[src/rtl/bmf_pkg.sv]
// Shared types and helpers for the BMF H-stage decompressor.
// Build option BMF_XOR_SEMIRING_EN switches the reduction from OR to GF(2) XOR.
package bmf_pkg;

    localparam int K_DEF = 3;
    localparam int M_DEF = 4;
    localparam int K_MAX = 8;
    localparam int M_MAX = 32;

    typedef logic [M_MAX-1:0]             h_row_t;
    typedef logic [K_MAX-1:0][M_MAX-1:0]  h_mat_t;
    typedef logic [K_MAX-1:0]             code_t;

    // Row i drives output bit i+1, so out[0] stays 0 and out[i+1] = k_i.
    function automatic h_mat_t default_h(input int k, input int m);
        h_mat_t h;
        h = '0;
        for (int i = 0; i < K_MAX; i++) begin
            if ((i < k) && ((i + 1) < m)) begin
                h[i][i+1] = 1'b1;
            end else begin
                h[i] = '0;
            end
        end
        return h;
    endfunction

    function automatic h_row_t bool_mat_vec(input code_t code, input h_mat_t h);
        h_row_t acc;
        acc = '0;
        for (int i = 0; i < K_MAX; i++) begin
            if (code[i]) begin
`ifdef BMF_XOR_SEMIRING_EN
                acc = acc ^ h[i];
`else
                acc = acc | h[i];
`endif
            end else begin
                acc = acc;
            end
        end
        return acc;
    endfunction

endpackage

[src/rtl/bmf_decomp_pipe_if.sv]
// Streaming handshake bundle: latent codes in, reconstructed words out.
interface bmf_decomp_pipe_if
    import bmf_pkg::*;
#(
    parameter int K = K_DEF,
    parameter int M = M_DEF
);
    logic         in_valid;
    logic         in_ready;
    logic [K-1:0] in_code;
    logic         out_valid;
    logic         out_ready;
    logic [M-1:0] out_data;

    modport master (
        output in_valid, in_code, out_ready,
        input  in_ready, out_valid, out_data
    );

    modport slave (
        input  in_valid, in_code, out_ready,
        output in_ready, out_valid, out_data
    );
endinterface

[src/rtl/bmf_bool_product.sv]
// Combinational Boolean matrix-vector product of a latent code with H.
module bmf_bool_product
    import bmf_pkg::*;
#(
    parameter int K = K_DEF,
    parameter int M = M_DEF
) (
    input  logic [K-1:0]        code,
    input  logic [K-1:0][M-1:0] h,
    output logic [M-1:0]        prod
);
    code_t  code_wide_s;
    h_mat_t h_wide_s;

    // Widen to the package's maximum shape so one reduction function serves every size.
    always_comb begin
        code_wide_s        = '0;
        h_wide_s           = '0;
        code_wide_s[K-1:0] = code;
        for (int i = 0; i < K; i++) begin
            h_wide_s[i][M-1:0] = h[i];
        end
        prod = M'(bool_mat_vec(code_wide_s, h_wide_s));
    end
endmodule

[src/rtl/bmf_decomp_pipe.sv]
// Two-stage elastic BMF decompressor with programmable H and a beat counter.
// Build option BMF_XOR_SEMIRING_EN selects the XOR (GF(2)) product.
module bmf_decomp_pipe
    import bmf_pkg::*;
#(
    parameter int K     = K_DEF,
    parameter int M     = M_DEF,
    parameter int CNT_W = 16
) (
    input  logic                                 clk,
    input  logic                                 rst,
    bmf_decomp_pipe_if.slave                     bus,
    input  logic                                 cfg_we,
    input  logic [((K > 1) ? $clog2(K) : 1)-1:0] cfg_row,
    input  logic [M-1:0]                         cfg_data,
    output logic [CNT_W-1:0]                     beat_cnt
);
    localparam h_mat_t H_DEF = default_h(K, M);

    logic [K-1:0][M-1:0] h_r;
    logic [K-1:0]        s1_code_r;
    logic                s1_valid_r;
    logic                s2_valid_r;
    logic [M-1:0]        s2_data_r;
    logic [CNT_W-1:0]    beat_cnt_r;
    logic [M-1:0]        prod_s;
    logic                s2_adv_s;
    logic                s1_adv_s;
    logic                in_ready_s;

    bmf_bool_product #(.K(K), .M(M)) u_product (
        .code (s1_code_r),
        .h    (h_r),
        .prod (prod_s)
    );

    // Advance conditions: in_ready follows out_ready but never in_valid.
    always_comb begin
        s2_adv_s   = !s2_valid_r || bus.out_ready;
        s1_adv_s   = s1_valid_r && s2_adv_s;
        in_ready_s = !s1_valid_r || s2_adv_s;
    end

    // Stage 1: capture the incoming latent code.
    always_ff @(posedge clk) begin
        if (rst) begin
            s1_valid_r <= 1'b0;
            s1_code_r  <= '0;
        end else if (in_ready_s) begin
            s1_valid_r <= bus.in_valid;
            if (bus.in_valid) begin
                s1_code_r <= bus.in_code;
            end
        end
    end

    // Stage 2: register the product; held while downstream stalls.
    always_ff @(posedge clk) begin
        if (rst) begin
            s2_valid_r <= 1'b0;
            s2_data_r  <= '0;
        end else if (s2_adv_s) begin
            s2_valid_r <= s1_valid_r;
            if (s1_adv_s) begin
                s2_data_r <= prod_s;
            end
        end
    end

    // H rows: the product sampled at a write edge still sees the old row.
    always_ff @(posedge clk) begin
        if (rst) begin
            for (int i = 0; i < K; i++) begin
                h_r[i] <= M'(H_DEF[i]);
            end
        end else if (cfg_we && (int'(cfg_row) < K)) begin
            h_r[cfg_row] <= cfg_data;
        end
    end

    // Completed output transfers, wrapping at 2^CNT_W.
    always_ff @(posedge clk) begin
        if (rst) begin
            beat_cnt_r <= '0;
        end else if (s2_valid_r && bus.out_ready) begin
            beat_cnt_r <= beat_cnt_r + CNT_W'(1);
        end
    end

    assign bus.in_ready  = in_ready_s;
    assign bus.out_valid = s2_valid_r;
    assign bus.out_data  = s2_data_r;
    assign beat_cnt      = beat_cnt_r;
endmodule

[src/flat_wrapper.sv]
// flat-port wrapper written by rule: the top's interface ports become plain ports
module bmf_decomp_pipe_flat import bmf_pkg::*;
#(
    parameter int K     = K_DEF,
    parameter int M     = M_DEF,
    parameter int CNT_W = 16
)
  (clk, rst, cfg_we, cfg_row, cfg_data, beat_cnt, bus_in_valid, bus_in_code, bus_out_ready, bus_in_ready, bus_out_valid, bus_out_data);
  bmf_decomp_pipe_if #(.K(K), .M(M)) bus_i ();
  input  logic clk;
  input  logic rst;
  input  logic cfg_we;
  input  logic [((K > 1) ? $clog2(K) : 1)-1:0] cfg_row;
  input  logic [M-1:0] cfg_data;
  output logic [CNT_W-1:0] beat_cnt;
  input wire logic [$bits(bus_i.in_valid)-1:0] bus_in_valid;
  input wire logic [$bits(bus_i.in_code)-1:0] bus_in_code;
  input wire logic [$bits(bus_i.out_ready)-1:0] bus_out_ready;
  output wire logic [$bits(bus_i.in_ready)-1:0] bus_in_ready;
  output wire logic [$bits(bus_i.out_valid)-1:0] bus_out_valid;
  output wire logic [$bits(bus_i.out_data)-1:0] bus_out_data;
  assign bus_i.in_valid = bus_in_valid;
  assign bus_i.in_code = bus_in_code;
  assign bus_i.out_ready = bus_out_ready;
  assign bus_in_ready = bus_i.in_ready;
  assign bus_out_valid = bus_i.out_valid;
  assign bus_out_data = bus_i.out_data;
  bmf_decomp_pipe #(.K(K), .M(M), .CNT_W(CNT_W)) u_core (.clk(clk), .rst(rst), .bus(bus_i), .cfg_we(cfg_we), .cfg_row(cfg_row), .cfg_data(cfg_data), .beat_cnt(beat_cnt));
endmodule
[config.mk]
export PLATFORM = sky130hd
export DESIGN_NAME = bmf_decomp_pipe_flat
export DESIGN_NICKNAME = d
export VERILOG_FILES = /design/src/rtl/bmf_pkg.sv /design/src/rtl/bmf_decomp_pipe_if.sv /design/src/rtl/bmf_bool_product.sv /design/src/rtl/bmf_decomp_pipe.sv /design/src/flat_wrapper.sv
export SDC_FILE = /design/constraint.sdc
export NUM_CORES = 1
export LEC_CHECK = 0
export ABC_CLOCK_PERIOD_IN_PS = 4900
export BUFFER_PORTS_ARGS = -buffer_cell sky130_fd_sc_hd__buf_4
export CORE_UTILIZATION = 56
export CTS_CLUSTER_SIZE = 16
export DETAILED_ROUTE_END_ITERATION = 6
export PLACE_DENSITY = 0.94
export SETUP_SLACK_MARGIN = 0.4
export SYNTH_ARGS = -nofsm -noshare
export SYNTH_HDL_FRONTEND = slang
export SYNTH_SLANG_ARGS = --single-unit
[constraint.sdc]
create_clock -name clk -period 4.9 [get_ports clk]
set_input_delay 1.225 -clock clk [delete_from_list [all_inputs] [get_ports clk]]
set_output_delay 1.225 -clock clk [all_outputs]
set_load 0.01 [all_outputs]
==> impl_metrics.json, run 1 <==
{
  "cap_violations": 0,
  "p_leak_nw": 0.7516,
  "num_rows": 18,
  "end_kind": "primary output",
  "critPathArrivalTime_ns": 1.86,
  "ant_nets": 0,
  "tns_ns": 0,
  "slowest_delay_ns": 0.28,
  "fin_nets": 220,
  "final-max-slew-violation-count": 0,
  "post-dp-hpwl_um": 2548,
  "globalplace.congestion": 0.8515,
  "worst_pin_slew_ns": 0.8402,
  "fill_cells": 193,
  "hold_buffers": 0,
  "critPathKind": "primary input to primary output",
  "final_cell_mix": "dfxtp_1, buf_4, nor2_1",
  "timing.reg2reg.setup_slack_ns": 3.13,
  "grt_pass1_wl_um": 5513,
  "start_util_pct": 60.27,
  "vias_per_cell": 5.821,
  "ys_ff_latch": 37,
  "period_minus_slack_ns": 3.082,
  "fp.dieArea_um2": 2927,
  "ioPinCount": 36,
  "multi_input_area_um2": 734.5,
  "layout_commonest_cell": "dfxtp_1",
  "hp-class": "flip-flop to flip-flop",
  "grt_max_degree": 38,
  "post_cts.repair.setup_buffers": 0,
  "hold_path.startpoint": "u_core.h_r[11]$_SDFFE_PP1P_",
  "firstDrtPassIters": 4,
  "grt-ovfl-total": 0,
  "crit_top_cell": "buf_4",
  "startpoint": "bus_out_ready",
  "path_max_fanout": 8,
  "synth_area_per_cell_um2": 9.049,
  "finalCritPeriodShare_pct": 62.91,
  "powerDensity_nw_per_um2": 280.5,
  "ys_seq_area_share_pct": 48.72,
  "rsz0062_at_grt": "no",
  "r2r-start": "u_core.beat_cnt[3]$_SDFFE_PP0P_",
  "finalSetupViolCount": 0,
  "coreArea_um2": 2522,
  "post_cts_resized": 0,
  "cts_buffers": 5,
  "antenna_found_initial": 0,
  "cts.sinks": 37,
  "met2_usage_pct": 45.68,
  "clk_latency_ns": 0.35,
  "holdWs_ns": 0.4791,
  "grt_pass1_vias": 1298,
  "synthCells": 168,
  "grt.total_usage_pct": 27.27,
  "area_growth_pct": 22.14,
  "n_antenna_cell": 0,
  "postPlaceCellArea_um2": 1802,
  "ff_latch_area_um2": 740.7,
  "critPathTopFamily": "buffers and inverters",
  "drive_gt1_share_pct": 21.95,
  "use_met3_pct": 10.45,
  "clk_pin_slew_ns": 0.09,
  "die_y_um": 54.10,
  "drc": 0,
  "cts-htree-levels": 2,
  "ys_types": 29,
  "design_area_um2": 1857,
  "status": "complete, no violations",
  "hold_viol_final": 0,
  "numPortBuffers": 35,
  "ys.warnings.count": 0,
  "vias": 1368,
  "clock_path_buffers": 2,
  "wirelength_um": 3488,
  "wl_per_cell_um": 14.84,
  "skew_ns": 0.01125,
  "drtIter0Drc": 38,
  "crit_required_ns": 3.67,
  "syn-num-nets": 183,
  "path_cells": "buf_4 -> nand3b_1 -> buf_4",
  "fp.dieW_um": 54.10,
  "grt.busiest_layer": "met2",
  "synth_area_um2": 1520,
  "relSlewSlack_pct": 43.86,
  "ir_worst_vdd_uv": 234.1,
  "max_freq_mhz": 324.4,
  "use_met1_pct": 29.86,
  "clock_tree.root_cell": "clkbuf_4",
  "crit_buf_inv": 2,
  "cp-start-kind": "primary input",
  "cts_tree": "done",
  "slowest_stage": "nand3b_1"
}
metrics by stage:
step	std cells	total power [mW]	util [%]	worst slack [ns]
floorplan	168	0.3445	-	2.190
CTS	235	0.5220	73.61	1.825
global placement	228	0.3624	71.43	1.844
finish	235	0.5209	73.61	1.818
detailed placement	228	0.3658	71.43	1.832
global route	235	0.5427	73.61	1.793
registers in the layout, indices dropped and copies added, names as in the netlist:
signal / cells
u_core.beat_cnt: 16
u_core.h_r: 12
u_core.bus.out_data: 4
u_core.s1_code_r: 3
u_core.bus.out_valid: 1
u_core.s1_valid_r: 1
where the power goes:
group,switching [mW],internal [mW]
combinational,0.0217,0.0206
sequential,0.00726,0.309
clock,0.0943,0.0677
total,0.123,0.398
synth_stat cells, drive strengths merged:
cell type  instances  share of area [%]
o31ai              1               0.49
a222oi             4                2.6
clkbuf             4               0.99
ha                 1               0.82
buf                1               0.25
a211oi             4                2.0
or4                2               0.99
a21oi              9                3.0
a211o              3                1.7
nor3               5                1.6
and4               1               0.58
dfxtp             37                 49
inv                7                1.7
nand3              7                2.3
a31o               1               0.58
or2                2               0.82
nand2             11                2.7
nor3b              1               0.49
nor2b              3                1.2
o21ai              1               0.33
nand3b             3                1.5
xor2               4                2.3
nor2              31                7.7
xnor2              8                4.6
nand4              5                3.0
mux2i              8                5.3
nor4               3                1.2
or3                1               0.41
path summary, 6_finish.rpt:
kind,cells after the start,endpoint
hold / removal,1,u_core.h_r[11]$_SDFFE_PP1P_
hold reg to reg,1,u_core.h_r[11]$_SDFFE_PP1P_
setup / recovery,3,bus_in_ready
setup reg to reg,4,u_core.beat_cnt[13]$_SDFFE_PP0P_
cell families after synthesis:
family          Yosys count  share of synthesized area (%)
compound gates           23                          10.70
xor+xnor                 12                          6.914
fa+ha+maj                 1                         0.8229
buf+inv                  12                          2.963
flops                    37                          48.72
mux                       8                          5.268
simple gates             75                          24.61
area by class of cell:
| class | count | share of cell area (%) |
|---|---|---|
| Sequential cell | 37 | 39.89 |
| Tap cell | 30 | 2.022 |
| Inverter | 7 | 1.415 |
| Clock buffer | 7 | 2.965 |
| Multi-Input combinational cell | 119 | 39.56 |
| Timing Repair Buffer | 35 | 14.15 |
metal layers:
metal  share of wire (%)  vias to the layer above  wire, µm
met5                   0                        -         0
met4                 2.3                        0        80
met3                 6.9                        9       239
met2                  50                       55      1756
met1                  40                      639      1412
li1                    -                      665         -
Note: power is estimated with default switching activity, not from simulation.
==> inputs of run 2 (changes only) <==
--- a/config.mk
+++ b/config.mk
@@ -5,12 +5,13 @@
 export SDC_FILE = /design/constraint.sdc
 export NUM_CORES = 1
 export LEC_CHECK = 0
-export ABC_CLOCK_PERIOD_IN_PS = 4900
+export ABC_AREA = 1
+export ABC_CLOCK_PERIOD_IN_PS = 2800
 export BUFFER_PORTS_ARGS = -buffer_cell sky130_fd_sc_hd__buf_4
-export CORE_UTILIZATION = 56
+export CORE_UTILIZATION = 48
 export CTS_CLUSTER_SIZE = 16
 export DETAILED_ROUTE_END_ITERATION = 6
-export PLACE_DENSITY = 0.94
+export PLACE_DENSITY = 0.86
 export SETUP_SLACK_MARGIN = 0.4
 export SYNTH_ARGS = -nofsm -noshare
 export SYNTH_HDL_FRONTEND = slang
==> constraint.sdc (replaced) <==
create_clock -name clk -period 2.8 [get_ports clk]
set_input_delay 0.7 -clock clk [delete_from_list [all_inputs] [get_ports clk]]
set_output_delay 0.7 -clock clk [all_outputs]
set_load 0.01 [all_outputs]
==> impl_metrics.json, run 2 <==
{
  "status": "complete, no violations",
  "drtIter0Drc": 110,
  "pre_cts_ws_ns": 0.8196,
  "grt_pass1_wl_um": 5520,
  "yosysMostFrequentCell": "nand2_1",
  "hold_depth": 2,
  "powerDensity_nw_per_um2": 468.6,
  "antenna_found_initial": 0,
  "tns_ns": 0,
  "cts.sinks": 37,
  "area_growth_pct": 21.85,
  "hp-class": "flip-flop to flip-flop",
  "p_leak_nw": 0.8702,
  "hold_path.startpoint": "u_core.h_r[5]$_SDFFE_PP0P_",
  "period_minus_slack_ns": 1.982,
  "synth_area_per_cell_um2": 7.294,
  "max_freq_mhz": 504.5,
  "ff2ff_path_depth": 5,
  "firstDrtPassIters": 4,
  "globalplace.congestion": 0.7846,
  "ys_async_sr_fraction_pct": 0,
  "clock_tree.root_cell": "clkbuf_4",
  "dp.cells": 298,
  "clock_path_buffers": 2,
  "vias": 1518,
  "cap_violations": 0,
  "ant_nets": 0,
  "start_util_pct": 52.00,
  "crit_required_ns": 2.10,
  "grt_max_degree": 27,
  "wl_per_cell_um": 10.98,
  "die_y_um": 60.21,
  "synth_common_cells": "nand2_1, dfxtp_1, a21oi_1, inv_1, nor2_1",
  "post_cts.repair.setup_buffers": 0,
  "largest_reg_flops": 16,
  "clk_pin_slew_ns": 0.12,
  "fp.dieW_um": 60.21,
  "post-dp-hpwl_um": 2479,
  "fin_nets": 276,
  "synth.top_cells.by_area": "dfxtp_1, nand2_1, a21oi_1",
  "final_cell_mix": "nand2_1, dfxtp_1, buf_4",
  "final-max-slew-violation-count": 0,
  "rsz0062_at_grt": "no",
  "worst_pin_slew_ns": 0.6962,
  "ir_worst_vdd_uv": 286.7,
  "relSlewSlack_pct": 53.54,
  "num_rows": 20,
  "hold_viol_final": 0,
  "grt-ovfl-total": 0,
  "hold_buffers": 0,
  "grt_pass1_vias": 1299,
  "wirelength_um": 3361,
  "synth_top_area_cell": "dfxtp_1",
  "numPortBuffers": 35,
  "ys_seq_area_share_pct": 45.54,
  "timing.reg2reg.setup_slack_ns": 1.42,
  "finalCritPeriodShare_pct": 70.79,
  "layout_commonest_cell": "nand2_1",
  "ys_ff_latch": 37,
  "cp-start-kind": "flip-flop",
  "critPathArrivalTime_ns": 1.28,
  "clk_latency_ns": 0.35,
  "skew_ns": 0.008561,
  "post_cts_resized": 0,
  "fill_cells": 281,
  "min_to": "u_core.h_r[5]$_SDFFE_PP0P_",
  "finalSetupViolCount": 0,
  "ys.warnings.count": 0,
  "fp.dieArea_um2": 3625,
  "ioPinCount": 36,
  "ys.flop_type": "dfxtp_1",
  "drive_gt1_share_pct": 20.99,
  "synth_area_um2": 1627,
  "r2r-start": "u_core.bus.out_valid$_SDFFE_PP0P_",
  "end_kind": "primary output",
  "ys_types": 22,
  "vias_per_cell": 4.961,
  "fin_ws_ns": 0.8180,
  "n_antenna_cell": 0,
  "cts_tree": "done",
  "path_max_fanout": 9,
  "cts_buffers": 5,
  "syn-num-nets": 238,
  "drc": 0,
  "synthCells": 223,
  "yosysTopAreaCellShare_pct": 45.54,
  "cts-htree-levels": 2,
  "coreArea_um2": 3128,
  "synth_edf_count": 0,
  "r2r_end": "u_core.beat_cnt[10]$_SDFFE_PP0P_",
  "grt.total_usage_pct": 20.71,
  "critPathKind": "flip-flop to primary output",
  "final_cells": 306
}
==> run 2: changes by cell type after synthesis, moves of 4 or more <==
| cell | previous run | this run |
|---|---|---|
| a211oi_1 | 4 | 0 |
| a21oi_1 | 9 | 27 |
| a222oi_1 | 4 | 0 |
| inv_1 | 7 | 27 |
| mux2i_1 | 8 | 0 |
| nand2_1 | 11 | 52 |
| nor2_1 | 31 | 26 |
| o21ai_0 | 1 | 19 |
| xnor2_1 | 8 | 0 |
==> run 2: layout make-up <==
cell class	count	area, µm²	share of cell area, %
Timing Repair Buffer	35	262.8	13.26
Clock buffer	5	37.54	1.894
Multi-Input combinational cell	155	762.0	38.45
Clock inverter	3	22.52	1.136
Inverter	27	101.3	5.114
Tap cell	44	55.05	2.778
Sequential cell	37	740.7	37.37
==> run 2: kinds of logic after synthesis <==
group	synth area share, %
flops	45.54
simple gates	29.38
compound gates	16.15
xor+xnor	0.5386
buf+inv	7.615
fa+ha+maj	0.7691
==> run 2: worst max path at each step <==
stage | startpoint | slack [ns] | end | cells after the start
floorplan | bus_out_ready | 1.13 | bus_in_ready | 2
global placement | bus_out_ready | 0.84 | bus_in_ready | 4
detailed placement | bus_out_ready | 0.82 | bus_in_ready | 4
CTS | u_core.bus.out_valid$_SDFFE_PP0P_ | 0.81 | bus_in_ready | 2
global route | u_core.bus.out_valid$_SDFFE_PP0P_ | 0.75 | bus_in_ready | 2
finish | u_core.bus.out_valid$_SDFFE_PP0P_ | 0.82 | bus_in_ready | 2
==> run 2: where the power goes <==
part / leakage (nW) / switching, mW / internal [mW]
Combinational: 0.534 / 0.0454 / 0.0365
Clock: 0.0352 / 0.190 / 0.0993
Sequential: 0.301 / 0.0131 / 0.544
==> run 2: per-layer routing <==
metal | up-vias | GRT usage, % | part of all wire, %
li1 | 795 | - | -
met1 | 676 | 27.09 | 48
met3 | 6 | 6.494 | 5.9
met2 | 41 | 32.03 | 44
met5 | - | 0 | 0
met4 | 0 | 6.977 | 1.4
==> run 2: worst max-delay path: stages, from the launching register on <==
cell and delay (ns):
dfxtp_1 0.56, nand3_1 0.19, buf_4 0.18
==> run 2: through the flow <==
| stage | power (mW) | utilization, % | cell area (µm²) | hold WS [ns] |
|---|---|---|---|---|
| after floorplan | 0.6127 | - | 1627 | 0.4240 |
| after global placement | 0.6480 | 61.44 | 1922 | 0.4496 |
| after detailed placement | 0.6509 | 61.44 | 1922 | 0.4478 |
| after CTS | 0.9369 | 63.36 | 1982 | 0.4649 |
| after global routing | 0.9794 | 63.36 | 1982 | 0.5057 |
| final | 0.9287 | 63.36 | 1982 | 0.4613 |
==> inputs of run 3 (changes only) <==
--- a/config.mk
+++ b/config.mk
@@ -5,13 +5,13 @@
 export SDC_FILE = /design/constraint.sdc
 export NUM_CORES = 1
 export LEC_CHECK = 0
-export ABC_AREA = 1
-export ABC_CLOCK_PERIOD_IN_PS = 2800
+export ABC_AREA = 0
+export ABC_CLOCK_PERIOD_IN_PS = 2100
 export BUFFER_PORTS_ARGS = -buffer_cell sky130_fd_sc_hd__buf_4
-export CORE_UTILIZATION = 48
+export CORE_UTILIZATION = 52
 export CTS_CLUSTER_SIZE = 16
 export DETAILED_ROUTE_END_ITERATION = 6
-export PLACE_DENSITY = 0.86
+export PLACE_DENSITY = 0.89
 export SETUP_SLACK_MARGIN = 0.4
 export SYNTH_ARGS = -nofsm -noshare
 export SYNTH_HDL_FRONTEND = slang
==> constraint.sdc (replaced) <==
create_clock -name clk -period 2.1 [get_ports clk]
set_input_delay 0.525 -clock clk [delete_from_list [all_inputs] [get_ports clk]]
set_output_delay 0.525 -clock clk [all_outputs]
set_load 0.01 [all_outputs]
==> impl_metrics.json, run 3 (synthesized netlist as in run 1, its figures left out) <==
{
  "status": "complete, no violations",
  "ff2ff_path_depth": 4,
  "clock_tree.root_cell": "clkbuf_4",
  "drive_gt1_share_pct": 27.40,
  "dp.cells": 230,
  "met1_length_um": 1391,
  "hold_depth": 2,
  "routed-wl-met2_um": 1766,
  "path_cells": "nand4_4 -> or4_1 -> or3_1 -> a21oi_1",
  "relSlewSlack_pct": 69.81,
  "clk_latency_ns": 0.35,
  "grt_pass1_vias": 1298,
  "p_leak_nw": 0.7775,
  "path_max_fanout": 9,
  "grt-ovfl-total": 0,
  "ant_nets": 0,
  "numPortBuffers": 35,
  "crit_required_ns": 2.39,
  "ioPinCount": 36,
  "die_y_um": 56.07,
  "final_cell_mix": "buf_4, nor2_1, dfxtp_1",
  "fin_ws_ns": 0.4624,
  "critPathTopFamily": "simple AND/OR/NAND/NOR gates",
  "globalplace.congestion": 0.7758,
  "period_minus_slack_ns": 1.638,
  "critPathKind": "flip-flop to flip-flop",
  "hold_path.startpoint": "cfg_data[1]",
  "critPathArrivalTime_ns": 1.93,
  "antenna_found_initial": 0,
  "cts.sinks": 37,
  "layout_commonest_cell": "buf_4",
  "end_kind": "flip-flop",
  "ir_worst_vdd_uv": 823.8,
  "holdWs_ns": 0.4067,
  "finalSetupViolCount": 0,
  "n_antenna_cell": 0,
  "vias": 1372,
  "min_to": "u_core.h_r[1]$_SDFFE_PP1P_",
  "cts_tree": "done",
  "grt_max_degree": 38,
  "power_mw": 1.364,
  "vias_per_cell": 5.741,
  "fin_nets": 222,
  "coreArea_um2": 2758,
  "grt.total_usage_pct": 22.58,
  "largest_reg_flops": 16,
  "hp-class": "primary input to flip-flop",
  "rsz0062_at_grt": "yes",
  "crit_buf_inv": 0,
  "hold_viol_final": 0,
  "slowest_stage": "or4_1",
  "r2r-start": "u_core.beat_cnt[4]$_SDFFE_PP0P_",
  "tns_ns": 0,
  "grt_pass1_wl_um": 5375,
  "clk_pin_slew_ns": 0.11,
  "wirelength_um": 3427,
  "wl_met3_um": 177,
  "cts_buffers": 5,
  "cap_violations": 0,
  "top_layer_used": "met4",
  "pre_cts_ws_ns": 0.1882,
  "cp-start-kind": "flip-flop",
  "max_freq_mhz": 610.6,
  "timing.reg2reg.setup_slack_ns": 0.46,
  "worst_pin_slew_ns": 0.4519,
  "fp.dieArea_um2": 3144,
  "num_rows": 19,
  "skew_ns": 0.003384,
  "area_growth_pct": 26.75,
  "wl_per_cell_um": 14.34,
  "hold_buffers": 0,
  "fp.dieW_um": 56.07,
  "drtIter0Drc": 71,
  "powerDensity_nw_per_um2": 707.7,
  "final_cells": 239,
  "start_util_pct": 55.13,
  "clock_path_buffers": 2,
  "slowest_delay_ns": 0.55,
  "drc": 0,
  "r2r_end": "u_core.beat_cnt[13]$_SDFFE_PP0P_",
  "final-max-slew-violation-count": 0,
  "firstDrtPassIters": 4,
  "finalCritPeriodShare_pct": 77.98,
  "post-dp-hpwl_um": 2407,
  "cts-htree-levels": 2
}
run 3: cell count changes in the layout (fill, tap and decap cells not counted), moves of 8 or more:
cell / before / now
nand2_1: 52 / 11
inv_1: 27 / 7
a21oi_1: 27 / 9
o21ai_0: 19 / 1
mux2i_1: 0 / 8
xnor2_1: 0 / 8
run 3: layout make-up:
class	instances	area, µm²
Fill cell	208	830.8
Sequential cell	37	750.7
Multi-Input combinational cell	119	744.5
Timing Repair Buffer	37	277.8
Clock buffer	6	51.30
Tap cell	31	38.79
Clock inverter	2	37.54
Inverter	7	26.28
run 3: layer usage:
metal	up-vias	global-route usage, %
met5	-	0
met4	0	13.59
met3	8	8.372
met2	49	39.12
met1	646	22.93
li1	669	-
run 3: how the worst max path moves through the flow:
stage                                                  end                         startpoint  cells past startpoint
after floorplan           u_core.beat_cnt[13]$_SDFFE_PP0P_    u_core.beat_cnt[3]$_SDFFE_PP0P_                      4
after global placement    u_core.beat_cnt[11]$_SDFFE_PP0P_                      bus_out_ready                      5
after detailed placement  u_core.beat_cnt[11]$_SDFFE_PP0P_                      bus_out_ready                      5
after CTS                 u_core.beat_cnt[13]$_SDFFE_PP0P_    u_core.beat_cnt[5]$_SDFFE_PP0P_                      4
after global routing      u_core.beat_cnt[11]$_SDFFE_PP0P_  u_core.bus.out_valid$_SDFFE_PP0P_                      4
final                     u_core.beat_cnt[13]$_SDFFE_PP0P_    u_core.beat_cnt[4]$_SDFFE_PP0P_                      4
run 3: metrics by stage:
| stage | instance area (µm²) | util (%) |
|---|---|---|
| floorplan | 1520 | - |
| global placement | 1810 | 65.65 |
| detailed placement | 1810 | 65.65 |
| CTS | 1904 | 69.06 |
| global route | 1927 | 69.87 |
| finish | 1927 | 69.87 |
run 3: what timing repair did:
action / 4_1_cts / 5_1_grt
gates resized for setup: 4 / 5
buffers inserted: 0 / 1
pin swaps: 0 / 1
endpoints found under the setup margin: 3 / 3
run 3: power by group:
| group | switching [mW] | total (mW) | internal [mW] |
|---|---|---|---|
| Clock | 0.243 | 0.526 | 0.283 |
| Combinational | 0.0500 | 0.0993 | 0.0492 |
| Sequential | 0.0173 | 0.738 | 0.721 |
| Total | 0.311 | 1.36 | 1.05 |
